`config.mk`:
```
export PLATFORM = sky130hd
export DESIGN_NAME = uart_rx_ctrl_flat
export DESIGN_NICKNAME = d
export VERILOG_FILES = /design/src/rtl/uart_rx_ctrl_if.sv /design/src/rtl/uart_rx_ctrl.sv /design/src/flat_wrapper.sv
export SDC_FILE = /design/constraint.sdc
export NUM_CORES = 1
export LEC_CHECK = 0
export CORE_MARGIN = 5
export CORE_UTILIZATION = 40
export CTS_BUF_LIST = sky130_fd_sc_hd__clkbuf_4
export CTS_CLUSTER_DIAMETER = 50
export DETAILED_ROUTE_END_ITERATION = 16
export MAX_ROUTING_LAYER = met4
export PLACE_DENSITY = 0.7
export SLEW_MARGIN = 25
export SYNTH_ARGS = -nofsm -noshare
export SYNTH_HDL_FRONTEND = slang
export SYNTH_SLANG_ARGS = --single-unit
```
`constraint.sdc`:
```
create_clock -name clk -period 5.7 [get_ports clk]
set_clock_uncertainty 0.1 [all_clocks]
set_input_delay 1.14 -clock clk [delete_from_list [all_inputs] [get_ports clk]]
set_output_delay 1.14 -clock clk [all_outputs]
set_load 0.02 [all_outputs]
```
`src/rtl/uart_rx_ctrl_if.sv`:
```
// Link between uart_rx_ctrl and its neighbours: launch/status from the receiver,
// and the show-ahead FIFO read port toward the host.
interface uart_rx_ctrl_if #(
  parameter int data_wd    = 8,
  parameter int fifo_depth = 4
);
  logic                        rx_start;
  logic                        rx_done;
  logic                        rx_busy;
  logic                        parity_error_flag;
  logic                        framing_error_flag;
  logic [data_wd-1:0]          dout;
  logic                        rd_en;
  logic [data_wd-1:0]          rd_data;
  logic                        rd_valid;
  logic [$clog2(fifo_depth):0] fifo_count;

  modport master (
    output rx_start, rd_data, rd_valid, fifo_count,
    input  rx_done, rx_busy, parity_error_flag, framing_error_flag, dout, rd_en
  );

  modport slave (
    input  rx_start, rd_data, rd_valid, fifo_count,
    output rx_done, rx_busy, parity_error_flag, framing_error_flag, dout, rd_en
  );
endinterface

```
`src/rtl/uart_rx_ctrl.sv`:
```
// Receive sequencer for uart_rx: start-edge launch, frame buffering in a
// show-ahead FIFO, and saturating framing/parity/timeout event counters.
module uart_rx_ctrl #(
  parameter int data_wd           = 8,
  parameter int oversampling_rate = 16,
  parameter int fifo_depth        = 4,
  parameter int timeout_ticks     = 256
) (
  input  logic           clk,
  input  logic           rst,
  input  logic           rx,
  input  logic           tick,
  input  logic           enable,
  input  logic           clr_status,
  output logic           overrun,
  output logic [7:0]     frame_err_cnt,
  output logic [7:0]     parity_err_cnt,
  output logic [7:0]     timeout_cnt,
  uart_rx_ctrl_if.master bus
);

  localparam int ptr_w = $clog2(fifo_depth);
  localparam int cnt_w = $clog2(timeout_ticks + 1);
  localparam logic [cnt_w-1:0] tmo_lim   = cnt_w'(timeout_ticks);
  localparam logic [cnt_w-1:0] osr_lim   = cnt_w'(oversampling_rate);
  localparam logic [ptr_w:0]   fifo_full = (ptr_w + 1)'(fifo_depth);

  typedef enum logic [2:0] {
    IDLE       = 3'd0,
    WAIT_START = 3'd1,
    LAUNCH     = 3'd2,
    RECV       = 3'd3,
    RECOVER    = 3'd4
  } state_t;

  state_t state_r, next_state_s;

  logic sync1_r, rx_s, rx_q;
  logic done_d_r, ferr_d_r, perr_d_r;
  logic done_rise_r, ferr_rise_r, perr_rise_r;
  logic [data_wd-1:0] dout_r;
  logic start_edge_s;
  logic [cnt_w-1:0] cnt_r;
  logic rx_start_r;
  logic push_s, inc_ferr_s, inc_perr_s, inc_tmo_s;

  logic [data_wd-1:0] mem_r [fifo_depth];
  logic [ptr_w-1:0]   wr_ptr_r, rd_ptr_r;
  logic [ptr_w:0]     count_r;
  logic               full_s, pop_s, wr_ok_s;

  function automatic logic [7:0] sat_inc(input logic [7:0] v);
    return (v == 8'hFF) ? v : v + 8'd1;
  endfunction

  assign start_edge_s = rx_q & ~rx_s;

  // Line synchronizer plus registered rising edges of the receiver status.
  always_ff @(posedge clk) begin
    if (rst) begin
      sync1_r     <= 1'b1;
      rx_s        <= 1'b1;
      rx_q        <= 1'b1;
      done_d_r    <= 1'b0;
      ferr_d_r    <= 1'b0;
      perr_d_r    <= 1'b0;
      done_rise_r <= 1'b0;
      ferr_rise_r <= 1'b0;
      perr_rise_r <= 1'b0;
      dout_r      <= '0;
    end else begin
      sync1_r     <= rx;
      rx_s        <= sync1_r;
      rx_q        <= rx_s;
      done_d_r    <= bus.rx_done;
      ferr_d_r    <= bus.framing_error_flag;
      perr_d_r    <= bus.parity_error_flag;
      done_rise_r <= bus.rx_done & ~done_d_r;
      ferr_rise_r <= bus.framing_error_flag & ~ferr_d_r;
      perr_rise_r <= bus.parity_error_flag & ~perr_d_r;
      dout_r      <= bus.rx_done ? bus.dout : dout_r;
    end
  end

  // State register; rx_start is registered so it is high exactly in LAUNCH.
  always_ff @(posedge clk) begin
    if (rst) begin
      state_r    <= IDLE;
      rx_start_r <= 1'b0;
    end else begin
      state_r    <= next_state_s;
      rx_start_r <= (next_state_s == LAUNCH);
    end
  end

  // Next-state and event decode.
  always_comb begin
    next_state_s = state_r;
    push_s       = 1'b0;
    inc_ferr_s   = 1'b0;
    inc_perr_s   = 1'b0;
    inc_tmo_s    = 1'b0;
    case (state_r)
      IDLE: begin
        if (enable) next_state_s = WAIT_START;
        else        next_state_s = IDLE;
      end
      WAIT_START: begin
        if (!enable)          next_state_s = IDLE;
        else if (start_edge_s) next_state_s = LAUNCH;
        else                  next_state_s = WAIT_START;
      end
      LAUNCH: next_state_s = RECV;
      RECV: begin
        if (done_rise_r) begin
          push_s       = 1'b1;
          next_state_s = enable ? WAIT_START : IDLE;
        end else if (ferr_rise_r) begin
          inc_ferr_s   = 1'b1;
          next_state_s = RECOVER;
        end else if (perr_rise_r) begin
          inc_perr_s   = 1'b1;
          next_state_s = RECOVER;
        end else if (cnt_r >= tmo_lim) begin
          inc_tmo_s    = 1'b1;
          next_state_s = RECOVER;
        end else begin
          next_state_s = RECV;
        end
      end
      RECOVER: begin
        if (rx_s && (cnt_r >= osr_lim)) next_state_s = enable ? WAIT_START : IDLE;
        else                            next_state_s = RECOVER;
      end
      default: next_state_s = IDLE;
    endcase
  end

  // Shared tick counter: timeout in RECV, idle-line qualification in RECOVER.
  always_ff @(posedge clk) begin
    if (rst) begin
      cnt_r <= '0;
    end else if (next_state_s != state_r) begin
      cnt_r <= '0;
    end else if (state_r == RECV) begin
      cnt_r <= tick ? cnt_r + {{(cnt_w-1){1'b0}}, 1'b1} : cnt_r;
    end else if (state_r == RECOVER) begin
      if (!rx_s)     cnt_r <= '0;
      else if (tick) cnt_r <= cnt_r + {{(cnt_w-1){1'b0}}, 1'b1};
      else           cnt_r <= cnt_r;
    end else begin
      cnt_r <= cnt_r;
    end
  end

  assign full_s  = (count_r == fifo_full);
  assign pop_s   = bus.rd_en & (count_r != '0);
  assign wr_ok_s = push_s & (~full_s | pop_s);

  // Circular FIFO storage and pointers.
  always_ff @(posedge clk) begin
    if (rst) begin
      wr_ptr_r <= '0;
      rd_ptr_r <= '0;
      count_r  <= '0;
      for (int i = 0; i < fifo_depth; i++) mem_r[i] <= '0;
    end else begin
      if (wr_ok_s) begin
        mem_r[wr_ptr_r] <= dout_r;
        wr_ptr_r        <= wr_ptr_r + {{(ptr_w-1){1'b0}}, 1'b1};
      end
      if (pop_s) rd_ptr_r <= rd_ptr_r + {{(ptr_w-1){1'b0}}, 1'b1};
      case ({wr_ok_s, pop_s})
        2'b10:   count_r <= count_r + {{ptr_w{1'b0}}, 1'b1};
        2'b01:   count_r <= count_r - {{ptr_w{1'b0}}, 1'b1};
        default: count_r <= count_r;
      endcase
    end
  end

  // Sticky overrun and saturating event counters; clearing wins over increments.
  always_ff @(posedge clk) begin
    if (rst || clr_status) begin
      overrun        <= 1'b0;
      frame_err_cnt  <= 8'd0;
      parity_err_cnt <= 8'd0;
      timeout_cnt    <= 8'd0;
    end else begin
      overrun        <= overrun | (push_s & full_s & ~pop_s);
      frame_err_cnt  <= inc_ferr_s ? sat_inc(frame_err_cnt)  : frame_err_cnt;
      parity_err_cnt <= inc_perr_s ? sat_inc(parity_err_cnt) : parity_err_cnt;
      timeout_cnt    <= inc_tmo_s  ? sat_inc(timeout_cnt)    : timeout_cnt;
    end
  end

  assign bus.rx_start   = rx_start_r;
  assign bus.rd_data    = mem_r[rd_ptr_r];
  assign bus.rd_valid   = (count_r != '0);
  assign bus.fifo_count = count_r;

endmodule
```
`src/flat_wrapper.sv`:
```
// flat-port wrapper written by rule: the top's interface ports become plain ports
module uart_rx_ctrl_flat 
#(
  parameter int data_wd           = 8,
  parameter int oversampling_rate = 16,
  parameter int fifo_depth        = 4,
  parameter int timeout_ticks     = 256
)
  (clk, rst, rx, tick, enable, clr_status, overrun, frame_err_cnt, parity_err_cnt, timeout_cnt, bus_rx_start, bus_rd_data, bus_rd_valid, bus_fifo_count, bus_rx_done, bus_rx_busy, bus_parity_error_flag, bus_framing_error_flag, bus_dout, bus_rd_en);
  uart_rx_ctrl_if #(.data_wd(data_wd), .fifo_depth(fifo_depth)) bus_i ();
  input  logic clk;
  input  logic rst;
  input  logic rx;
  input  logic tick;
  input  logic enable;
  input  logic clr_status;
  output logic overrun;
  output logic [7:0] frame_err_cnt;
  output logic [7:0] parity_err_cnt;
  output logic [7:0] timeout_cnt;
  output wire logic [$bits(bus_i.rx_start)-1:0] bus_rx_start;
  output wire logic [$bits(bus_i.rd_data)-1:0] bus_rd_data;
  output wire logic [$bits(bus_i.rd_valid)-1:0] bus_rd_valid;
  output wire logic [$bits(bus_i.fifo_count)-1:0] bus_fifo_count;
  input wire logic [$bits(bus_i.rx_done)-1:0] bus_rx_done;
  input wire logic [$bits(bus_i.rx_busy)-1:0] bus_rx_busy;
  input wire logic [$bits(bus_i.parity_error_flag)-1:0] bus_parity_error_flag;
  input wire logic [$bits(bus_i.framing_error_flag)-1:0] bus_framing_error_flag;
  input wire logic [$bits(bus_i.dout)-1:0] bus_dout;
  input wire logic [$bits(bus_i.rd_en)-1:0] bus_rd_en;
  assign bus_rx_start = bus_i.rx_start;
  assign bus_rd_data = bus_i.rd_data;
  assign bus_rd_valid = bus_i.rd_valid;
  assign bus_fifo_count = bus_i.fifo_count;
  assign bus_i.rx_done = bus_rx_done;
  assign bus_i.rx_busy = bus_rx_busy;
  assign bus_i.parity_error_flag = bus_parity_error_flag;
  assign bus_i.framing_error_flag = bus_framing_error_flag;
  assign bus_i.dout = bus_dout;
  assign bus_i.rd_en = bus_rd_en;
  uart_rx_ctrl #(.data_wd(data_wd), .oversampling_rate(oversampling_rate), .fifo_depth(fifo_depth), .timeout_ticks(timeout_ticks)) u_core (.clk(clk), .rst(rst), .rx(rx), .tick(tick), .enable(enable), .clr_status(clr_status), .overrun(overrun), .frame_err_cnt(frame_err_cnt), .parity_err_cnt(parity_err_cnt), .timeout_cnt(timeout_cnt), .bus(bus_i));
endmodule
```
==> results_tabular.tex <==
\begin{tabular}{lr}
\hline
Metric & Value \\
\hline
\multicolumn{2}{l}{\textbf{Timing}} \\
\quad Worst Tran Pin Value & 961.3 ps \\
\quad Relative slew margins & 35.78\% \\
\quad Final hold violations & 0 \\
\quad RSZ-0062 raised after global routing & no \\
\quad Count of final setup violators & 0 \\
\quad Achievable clock frequency & about 280 MHz \\
\quad Clock period minus worst slack & approximately 3500 ps \\
\quad Fin crit share & 61.67\% \\
\quad Setup slack of the critical path after layout & 2185 ps \\
\quad Final max-slew violation count & 0 \\
\quad Setup total negative slack & 0 ps \\
\multicolumn{2}{l}{\textbf{Power}} \\
\quad Combinational fraction of design power & under 10\% \\
\quad Clock group share of total power & between 30\% and 40\% \\
\quad Max VDD drop & between 0.1 and 0.15 mV \\
\quad Internal power component & between 800 and 900 uW \\
\quad Leakage power figure & 1.741 nW \\
\quad Sequential cell fraction of total power & between 60\% and 70\% \\
\quad Switching power total & roughly 250 uW \\
\quad Power Density & 220.0 mW/mm\^{}2 \\
\quad Post-layout total power & around 1.1 mW \\
\quad Switching part of the total power & $\sim$22\% \\
\multicolumn{2}{l}{\textbf{Placement}} \\
\quad Number of placed instances, taps included & approximately 600 \\
\quad Final GP Congestion & between 0.8 and 0.9 \\
\quad Detailed placement HPWL & about 6500 um \\
\quad Worst slack, placed & approximately 1700 ps \\
\quad Buffers added on ports & 55 \\
\multicolumn{2}{l}{\textbf{Final layout}} \\
\quad Number of fill cells & between 1000 and 1500 \\
\quad Final cell utilization of the core & a little under half \\
\quad Synth-to-layout area growth & 18.24\% \\
\quad Sequential cell area & approximately 0.0022 mm\^{}2 \\
\quad Fin nets & $\sim$480 \\
\quad Fraction of layout cells with a size suffix above 1 & about 8.5\% \\
\quad Final antenna diode count & 0 \\
\quad Layout Cells excl Fill & roughly 600 \\
\quad Area of the multi-input gates & between 0.0015 and 0.002 mm\^{}2 \\
\multicolumn{2}{l}{\textbf{Clock tree}} \\
\quad Post-CTS Resized & 0 \\
\quad Post-CTS clock slew at the launch and capture registers of the worst setup and hold paths & approximately 130 ps \\
\quad Clock net sink count & 96 \\
\quad H-tree level count & 3 \\
\quad Number of clock buffers inserted by TritonCTS & 9 \\
\quad Postcts setup bufs & 0 \\
\quad Cell at the root of the clock tree & sky130\_fd\_sc\_hd\_\_clkbuf\_4 \\
\quad TritonCTS clock tree & done \\
\quad Clk Latency, worst-skew pair & 440 ps \\
\quad Clock buffer depth & 2 \\
\quad Number of buffers inserted for hold repair after clock tree synthesis & 0 \\
\multicolumn{2}{l}{\textbf{Logic synthesis}} \\
\quad Post-synthesis cell area & approximately 0.0044 mm\^{}2 \\
\quad Total nets after synthesis & around 430 \\
\quad Count of cell types in the netlist & 56 \\
\quad Ranking of synthesized cells by instance count & sky130\_fd\_sc\_hd\_\_dfxtp\_1, sky130\_fd\_sc\_hd\_\_and2\_1, sky130\_fd\_sc\_hd\_\_edfxtp\_1, sky130\_fd\_sc\_hd\_\_nor2\_1, sky130\_fd\_sc\_hd\_\_a21oi\_1 \\
\quad EDFF count, synth & 32 \\
\quad Top-area cell type share of the netlist area & between 20\% and 30\% \\
\quad Warnings from Yosys & 0 \\
\quad Average cell area after synthesis & 10.76 um\^{}2 \\
\quad Number of cells produced by synthesis & between 400 and 500 \\
\quad Primary FF master, synth & sky130\_fd\_sc\_hd\_\_dfxtp\_1 \\
\quad Proportion of synthesized chip area in sequential cells & around half \\
\quad Cell with the most instances after synthesis & sky130\_fd\_sc\_hd\_\_dfxtp\_1 \\
\quad Fraction of registers with async set/reset & 0\% \\
\quad Largest area contributor in the synthesized netlist & sky130\_fd\_sc\_hd\_\_dfxtp\_1 \\
\quad Number of storage elements in the synthesis netlist & 96 \\
\quad Cells taking the most area after synthesis & sky130\_fd\_sc\_hd\_\_dfxtp\_1, sky130\_fd\_sc\_hd\_\_edfxtp\_1, sky130\_fd\_sc\_hd\_\_and2\_1 \\
\multicolumn{2}{l}{\textbf{GRT}} \\
\quad Number of global-route vias before repair & approximately 3200 \\
\quad Wire length of the first global-routing pass & $\sim$16000 um \\
\quad Largest net degree at the start of global routing & 25 \\
\quad Residual overflow from global routing & 0 \\
\quad Initial antenna violation count & 0 \\
\quad GRT Util Overall & between 10\% and 20\% \\
\multicolumn{2}{l}{\textbf{Critical path}} \\
\quad Peak per-stage delay on the critical path & $\sim$670 ps \\
\quad R2r worst-path depth & 8 \\
\quad CP Capture Type & register \\
\quad Worst reg-to-reg setup slack & $\sim$2800 ps \\
\quad Sequence of cells on the critical path & clkdlybuf4s50\_1 > or4b\_2 > nand3\_1 > ha\_1 > inv\_1 > fa\_1 > xor2\_1 > or3\_1 > a21oi\_1 \\
\quad Startpoint Class & input pin \\
\quad Beginning of the critical path & bus\_rd\_en \\
\quad Highest net fanout along the worst path & 6 \\
\quad Master of the slowest instance on the critical path & sky130\_fd\_sc\_hd\_\_or4b\_2 \\
\quad Data arrival time of the worst path & 3780 ps \\
\quad R2R Path End & u\_core.bus.fifo\_count[2] \\
\quad WP data required & between 5000 and 6000 ps \\
\quad WS Path Type & in -> reg \\
\quad Setup crit end & u\_core.bus.fifo\_count[2] \\
\quad Critical register-to-register path startpoint & u\_core.state\_r[0] \\
\multicolumn{2}{l}{\textbf{Detailed routing}} \\
\quad DRT iter0 DRCs & between 200 and 250 \\
\quad WL final & between 9000 and 10000 um \\
\quad Via count & approximately 3300 \\
\quad Via density & 5.449 \\
\quad Routed length per placed instance & about 16 um \\
\quad Total iterations of the first detailed-routing run & 4 \\
\quad Final antenna-violating net count & 0 \\
\quad \# DRC & 0 \\
\multicolumn{2}{l}{\textbf{Floorplan}} \\
\quad Number of core rows & 38 \\
\quad Area of the die & 0.01308 mm\^{}2 \\
\quad Initial cell density of the core & just over 40\% \\
\quad Core area & 0.01075 mm\^{}2 \\
\quad Top-level I/O count & 57 \\
\quad Height of the die & around 110 um \\
\quad X dimension of the die & between 100 and 150 um \\
\multicolumn{2}{l}{\textbf{Outcome}} \\
\quad Outcome & complete, no violations \\
\multicolumn{2}{l}{\textbf{Run}} \\
\quad Count of maximum capacitance violations & 0 \\
\multicolumn{2}{l}{\textbf{Min path}} \\
\quad Path class of the lowest-slack min-delay path & reg -> reg \\
\quad Hold path depth & 1 \\
\hline
\end{tabular}
## layout make-up
class,instances,area share [%]
clock buffers,10,1.457
clock inverters,6,0.9716
inverters,12,0.8744
multi-input cells,278,38.50
flip-flops and latches,96,43.53
well taps,140,3.401
repair buffers,59,11.27
## flip-flops by register name, summed over array words and instances (netlist names), 2 cells and up, named ones only
name and count:
u_core.timeout_cnt 8, u_core.cnt_r 9, u_core.mem_r 32, u_core.frame_err_cnt 8, u_core.state_r 3, u_core.wr_ptr_r 2
u_core.parity_err_cnt 8, u_core.dout_r 8, u_core.bus.fifo_count 3, u_core.rd_ptr_r 2
## through the flow
| stage | area, um^2 | hold WS (ps) |
|---|---|---|
| after floorplan | 4357 | 267.4 |
| after global placement | 5026 | 272.5 |
| after detailed placement | 5026 | 280.8 |
| after CTS | 5151 | 300.0 |
| after global routing | 5151 | 304.7 |
| final | 5151 | 296.4 |
## metal layers
layer,track usage [%],vias up,wire length [um]
met2,24.71,75,4577
met3,4.598,10,458
met5,-,-,0
met4,3.563,0,86
li1,-,1611,-
met1,19.23,1579,4278
## power by group through the flow
stage / Combinational [mW] / Sequential (mW) / Clock [mW]
5_1_grt: 0.0638 / 0.733 / 0.385
3_5_place_dp: 0.0588 / 0.745 / 0
4_1_cts: 0.0592 / 0.730 / 0.359
2_1_floorplan: 0.0352 / 0.741 / 0
3_3_place_gp: 0.0574 / 0.744 / 0
6_report: 0.0580 / 0.730 / 0.345
## placed cells by master (no fill, tap or decap), types with 3 or more instances in the layout
| master | instances |
|---|---|
| sky130_fd_sc_hd__a21oi_1 | 25 |
| sky130_fd_sc_hd__nor4_1 | 3 |
| sky130_fd_sc_hd__inv_1 | 12 |
| sky130_fd_sc_hd__and4_1 | 3 |
| sky130_fd_sc_hd__edfxtp_1 | 32 |
| sky130_fd_sc_hd__mux2i_1 | 10 |
| sky130_fd_sc_hd__clkbuf_4 | 10 |
| sky130_fd_sc_hd__a211oi_1 | 9 |
| sky130_fd_sc_hd__clkinv_1 | 4 |
| sky130_fd_sc_hd__buf_4 | 4 |
| sky130_fd_sc_hd__clkdlybuf4s50_1 | 55 |
| sky130_fd_sc_hd__dfxtp_1 | 64 |
| sky130_fd_sc_hd__nor2b_1 | 8 |
| sky130_fd_sc_hd__nand4_1 | 7 |
| sky130_fd_sc_hd__nor2_1 | 27 |
| sky130_fd_sc_hd__nand3_1 | 11 |
| sky130_fd_sc_hd__or3_1 | 13 |
| sky130_fd_sc_hd__and2_1 | 32 |
| sky130_fd_sc_hd__o211ai_1 | 5 |
| sky130_fd_sc_hd__o31ai_1 | 11 |
| sky130_fd_sc_hd__or2_2 | 8 |
| sky130_fd_sc_hd__or4_1 | 11 |
| sky130_fd_sc_hd__xor2_1 | 10 |
| sky130_fd_sc_hd__mux4_2 | 8 |
| sky130_fd_sc_hd__nand2_1 | 13 |
| sky130_fd_sc_hd__xnor2_1 | 5 |
| sky130_fd_sc_hd__nor3_1 | 3 |
| sky130_fd_sc_hd__o2111ai_1 | 3 |
| sky130_fd_sc_hd__o31a_1 | 3 |
| sky130_fd_sc_hd__ha_1 | 6 |
| sky130_fd_sc_hd__o21ai_0 | 13 |
| sky130_fd_sc_hd__and3_1 | 4 |
## logic make-up (layout without fill, tap and decap cells)
kind of cell    Yosys count  in the layout  synth area share [%]
buf+inv                  31             87                 3.015
xor+xnor                 15             15                 3.015
simple gates            154            154                 20.82
mux                      18             18                 6.433
fa+ha+maj                 7              7                 2.183
compound gates           84             84                 13.07
flops                    96             96                 51.46
## worst min path at each step
stage	endpoint	from	slack, ps
after CTS	u_core.done_rise_r	u_core.done_d_r	300
final	u_core.done_rise_r	u_core.done_d_r	300
after detailed placement	u_core.perr_rise_r	u_core.perr_d_r	280
after global placement	u_core.perr_rise_r	u_core.perr_d_r	270
after floorplan	u_core.done_rise_r	u_core.done_d_r	270
after global routing	u_core.perr_rise_r	u_core.perr_d_r	300
## worst max-delay path, delay by kind of cell
kind            cells  cell delay, ps
fa+ha+maj           2             610
buf+inv             2             480
compound gates      1             140
simple gates        3            1250
xor+xnor            1             160
Note: power is estimated with default switching activity, not from simulation.
